File: config.mk
export PLATFORM = sky130hd
export DESIGN_NAME = wb_host_initiator
export DESIGN_NICKNAME = d
export VERILOG_FILES = /design/src/rtl/wb_host_initiator.sv
export SDC_FILE = /design/constraint.sdc
export NUM_CORES = 1
export LEC_CHECK = 0
export CORE_ASPECT_RATIO = 1.2
export CORE_MARGIN = 3
export CORE_UTILIZATION = 40
export DETAILED_ROUTE_END_ITERATION = 12
export PLACE_DENSITY = 0.89
export REMOVE_ABC_BUFFERS = 1
export SYNTH_ARGS = -nofsm -noshare
export SYNTH_HDL_FRONTEND = slang
export SYNTH_SLANG_ARGS = --single-unit
File: constraint.sdc
create_clock -name wb_clk_i -period 2.1 [get_ports wb_clk_i]
set_input_delay 0.525 -clock wb_clk_i [delete_from_list [all_inputs] [get_ports wb_clk_i]]
set_output_delay 0.525 -clock wb_clk_i [all_outputs]
set_load 0.05 [all_outputs]
File: src/rtl/wb_host_initiator.sv
// wb_host_initiator: Wishbone classic single-transfer initiator with no-ack timeout
// and saturating timeout statistics.
module wb_host_initiator #(
   parameter int TIMEOUT_CYCLES = 16,
   parameter int TO_CNT_WIDTH   = 8
) (
   input  logic                    wb_clk_i,
   input  logic                    wb_rst_n,
   input  logic                    cmd_valid,
   output logic                    cmd_ready,
   input  logic                    cmd_we,
   input  logic [31:0]             cmd_adr,
   input  logic [31:0]             cmd_dat,
   input  logic [3:0]              cmd_sel,
   output logic                    rsp_valid,
   input  logic                    rsp_ready,
   output logic [31:0]             rsp_dat,
   output logic                    rsp_err,
   output logic                    wbm_cyc_o,
   output logic                    wbm_stb_o,
   output logic                    wbm_we_o,
   output logic [3:0]              wbm_sel_o,
   output logic [31:0]             wbm_adr_o,
   output logic [31:0]             wbm_dat_o,
   input  logic [31:0]             wbm_dat_i,
   input  logic                    wbm_ack_i,
   output logic                    busy,
   output logic [TO_CNT_WIDTH-1:0] stat_timeouts
);
   localparam logic [1:0] IDLE = 2'd0, BUS = 2'd1, RESP = 2'd2;
   localparam logic [TO_CNT_WIDTH-1:0] TO_LAST = TO_CNT_WIDTH'(TIMEOUT_CYCLES - 1);
   logic [1:0]              state_q, state_d;
   logic [TO_CNT_WIDTH-1:0] cnt_q, cnt_d, stat_q, stat_d;
   logic                    cyc_q, cyc_d, we_q, we_d, rsp_valid_q, rsp_valid_d, rsp_err_q, rsp_err_d;
   logic [3:0]              sel_q, sel_d;
   logic [31:0]             adr_q, adr_d, dat_q, dat_d, rsp_dat_q, rsp_dat_d;
   always_comb begin
      state_d     = state_q;
      cnt_d       = cnt_q;
      stat_d      = stat_q;
      cyc_d       = cyc_q;
      we_d        = we_q;
      sel_d       = sel_q;
      adr_d       = adr_q;
      dat_d       = dat_q;
      rsp_valid_d = rsp_valid_q;
      rsp_dat_d   = rsp_dat_q;
      rsp_err_d   = rsp_err_q;
      case (state_q)
         IDLE: if (cmd_valid) begin
            state_d = BUS;
            cnt_d   = '0;
            cyc_d   = 1'b1;
            we_d    = cmd_we;
            sel_d   = cmd_sel;
            adr_d   = cmd_adr;
            dat_d   = cmd_we ? cmd_dat : 32'h0;
         end
         BUS: begin
            // ack has priority over a timeout expiring on the same edge
            if (wbm_ack_i || cnt_q == TO_LAST) begin
               state_d     = RESP;
               cyc_d       = 1'b0;
               rsp_valid_d = 1'b1;
               rsp_dat_d   = wbm_ack_i ? wbm_dat_i : 32'h0;
               rsp_err_d   = !wbm_ack_i;
               stat_d      = (!wbm_ack_i && stat_q != '1) ? stat_q + 1'b1 : stat_q;
            end else
               cnt_d = cnt_q + 1'b1;
         end
         RESP: if (rsp_ready) begin
            state_d     = IDLE;
            rsp_valid_d = 1'b0;
         end
         default: state_d = IDLE;
      endcase
   end
   always_ff @(posedge wb_clk_i) begin
      if (!wb_rst_n) begin
         state_q     <= IDLE;
         cnt_q       <= '0;
         stat_q      <= '0;
         cyc_q       <= 1'b0;
         we_q        <= 1'b0;
         sel_q       <= '0;
         adr_q       <= '0;
         dat_q       <= '0;
         rsp_valid_q <= 1'b0;
         rsp_dat_q   <= '0;
         rsp_err_q   <= 1'b0;
      end else begin
         state_q     <= state_d;
         cnt_q       <= cnt_d;
         stat_q      <= stat_d;
         cyc_q       <= cyc_d;
         we_q        <= we_d;
         sel_q       <= sel_d;
         adr_q       <= adr_d;
         dat_q       <= dat_d;
         rsp_valid_q <= rsp_valid_d;
         rsp_dat_q   <= rsp_dat_d;
         rsp_err_q   <= rsp_err_d;
      end
   end
   assign cmd_ready     = state_q == IDLE;
   assign busy          = state_q != IDLE;
   assign wbm_cyc_o     = cyc_q;
   assign wbm_stb_o     = cyc_q;
   assign wbm_we_o      = we_q;
   assign wbm_sel_o     = sel_q;
   assign wbm_adr_o     = adr_q;
   assign wbm_dat_o     = dat_q;
   assign rsp_valid     = rsp_valid_q;
   assign rsp_dat       = rsp_dat_q;
   assign rsp_err       = rsp_err_q;
   assign stat_timeouts = stat_q;
endmodule

==> metrics.yaml <==
cts_max_level: 4
wire_per_inst_um: 16.7
antenna_found_initial: 0
cp-end-kind: "primary output"
die_area_um2: 12400
synth_edf_count: 0
drive_above_1_share: 0.104
core_area_um2: 10700
relSlewSlack: 0.619
worstPathCellList: "clkdlybuf4s50_1"
yosys_warnings: 0
area_growth_pct: 68.4
die_h_um: 121
grt_max_degree: 52
worstPathMaxFanout: 2
synth_ff_type: "dfxtp_1"
post-route-util: 0.701
finClkSkew_ns: 0.00893
instances_no_fill: 862
setup_viol_count_final: 0
ir_worst_vdd_uv: 595
clkLatencyLatePin_ns: 0.41
drv_cap: 0
cts_num_sinks: 122
max_stage_delay_ns: 0.82
grt_overflow: 0
hold_violations: 0
port_buffers: 220
track_usage: 0.227
postCtsSetupBuffers: 0
cp_top_family: "buffers and inverters"
min_path_type: "reg2reg"
grt_pass1_wl_um: 22200
initial_core_util: 0.417
status: "finished clean"
cts.hold.buffers_added: 0
path_buf_inv: 1
final.period_utilization: 0.993
path_class: "reg2out"
dp_cells: 831
vias_per_cell: 5.40
rsz0062_at_grt: "no"
antenna_cells: 0
num_rows: 41
period_minus_slack_ns: 2.08
clockRootBuffer: "clkbuf_16"
leakage_nw: 3.79
numCtsBuffers: 17
cp.arrival_ns: 1.56
worstSetupStartpointType: "register"
async_reset_ff_frac: 0
hpwl_um: 10300
post_cts_resized: 25
synthesis.area_um2: 4440
synth_area_per_cell_um2: 8.85
finalMaxSlewViolations: 0
cts_tree: "done"
die_w_um: 102
nets: 829
syn_inst: 502
io_pins: 221
p_per_area_nw_per_um2: 848
seq_area_frac_synth: 0.550
drc: 0
ys_types: 44
ys_ff_latch: 122
wl_um: 14400
setup_tns_ns: 0
gp_congestion: 0.796
ant_nets: 0
firstDrtPassIters: 5
tightest_slew_ns: 0.570
fmax_ghz: 0.480
cp.required_ns: 1.57
drt-initial-drc-count: 249
clockBufferDepth: 2
routed-via-count: 4653
clk_pin_slew_ns: 0.05
slowest_stage: "clkdlybuf4s50_1"
grt_pass1_vias: 4585
[area by class of cell]
type                       count  area [um^2]
sequential                   122         2440
clock inverter                 9         97.6
multi-input combinational    334         1820
tap                          129          161
timing repair buffer         240         2480
fill                         768         3190
inverter                       6         22.5
clock buffer                  22          464
[cell usage in the layout, fill, tap and decap left out, drive strengths merged, types with 7 or more instances in the layout]
master and count:
nand3 39, buf 32, dlymetal6s2s 54, dfxtp 122, a21oi 80, nor2 7, a22o 32, nand2 114
dlygate4sd2 25, clkbuf 22, clkdlybuf4s50 129, o21ai 7
[cells in the mapped netlist (2+ instances only)]
cell type / count / area (um^2)
clkbuf_1: 32 / 120
o21ai_0: 6 / 30.0
nand3_1: 38 / 190
o31ai_1: 4 / 30.0
dfxtp_1: 122 / 2440
nand4_1: 5 / 31.3
a21o_1: 2 / 15.0
nor4_2: 2 / 25.0
a31o_2: 2 / 17.5
a31oi_1: 3 / 18.8
buf_2: 5 / 25.0
or3_1: 3 / 18.8
nor2_1: 7 / 26.3
inv_1: 6 / 22.5
nand2_1: 114 / 428
and3_1: 4 / 25.0
or4_1: 4 / 30.0
a21oi_1: 79 / 395
a22o_1: 32 / 280
ha_1: 2 / 25.0
o211ai_1: 3 / 22.5
nor3_1: 5 / 25.0
[power breakdown]
part | switching (mW) | internal (mW)
clock network | 0.985 | 1.79
logic | 0.662 | 0.435
registers | 0.0551 | 2.42
[metal layers]
metal,part of all wire,global-route usage,vias to the layer above
met5,0,0,-
met4,0.039,0.104,0
met3,0.064,0.0644,46
met2,0.53,0.399,205
met1,0.37,0.247,2208
li1,-,-,2194
[registers in the layout, indices dropped and copies added, names as in the netlist, 2 cells and up]
name and cells:
wbm_sel_o 4, rsp_dat 32, wbm_dat_o 32, wbm_adr_o 32, state_q 2, stat_timeouts 8
cnt_q 8
[metrics by stage]
stage | worst slack (ns) | instance area (um^2) | power (mW) | hold slack [ns]
floorplan | -2.94 | 4280 | 3.10 | 0.478
global placement | -0.0204 | 6820 | 3.61 | 0.438
detailed placement | -0.0633 | 6820 | 3.64 | 0.442
CTS | 0.000102 | 7350 | 6.39 | 0.450
global route | 0.00235 | 7480 | 6.55 | 0.468
finish | 0.0155 | 7480 | 6.34 | 0.452
[path summary, 6_finish.rpt]
| kind | startpoint | end | slack, ns | cells past startpoint |
|---|---|---|---|---|
| max | wbm_dat_o[17] | wbm_dat_o[17] | 0.02 | 1 |
| min | wbm_dat_o[0] | wbm_dat_o[0] | 0.45 | 2 |
| max reg2reg | cnt_q[0] | stat_timeouts[6] | 0.25 | 6 |
| min reg2reg | wbm_dat_o[0] | wbm_dat_o[0] | 0.45 | 2 |
[logic make-up (layout without fill, tap and decap cells)]
| kind of cell | Yosys count | count (layout) | share of synthesized area |
|---|---|---|---|
| AOI/OAI and AO/OA | 136 | 136 | 0.192 |
| buffers and inverters | 46 | 277 | 0.0428 |
| xor gates and xnor gates | 1 | 1 | 0.00197 |
| muxes | 1 | 1 | 0.00225 |
| adders and majority gates | 2 | 2 | 0.00563 |
| DFF | 122 | 122 | 0.550 |
| and+or+nand+nor | 194 | 194 | 0.206 |
[worst min-delay path: stages, from the launching register on]
cell and delay (ns):
dfxtp_1 0.30, nand2_1 0.05, a21oi_1 0.05
No activity file was read; power rests on OpenSTA's default activity.
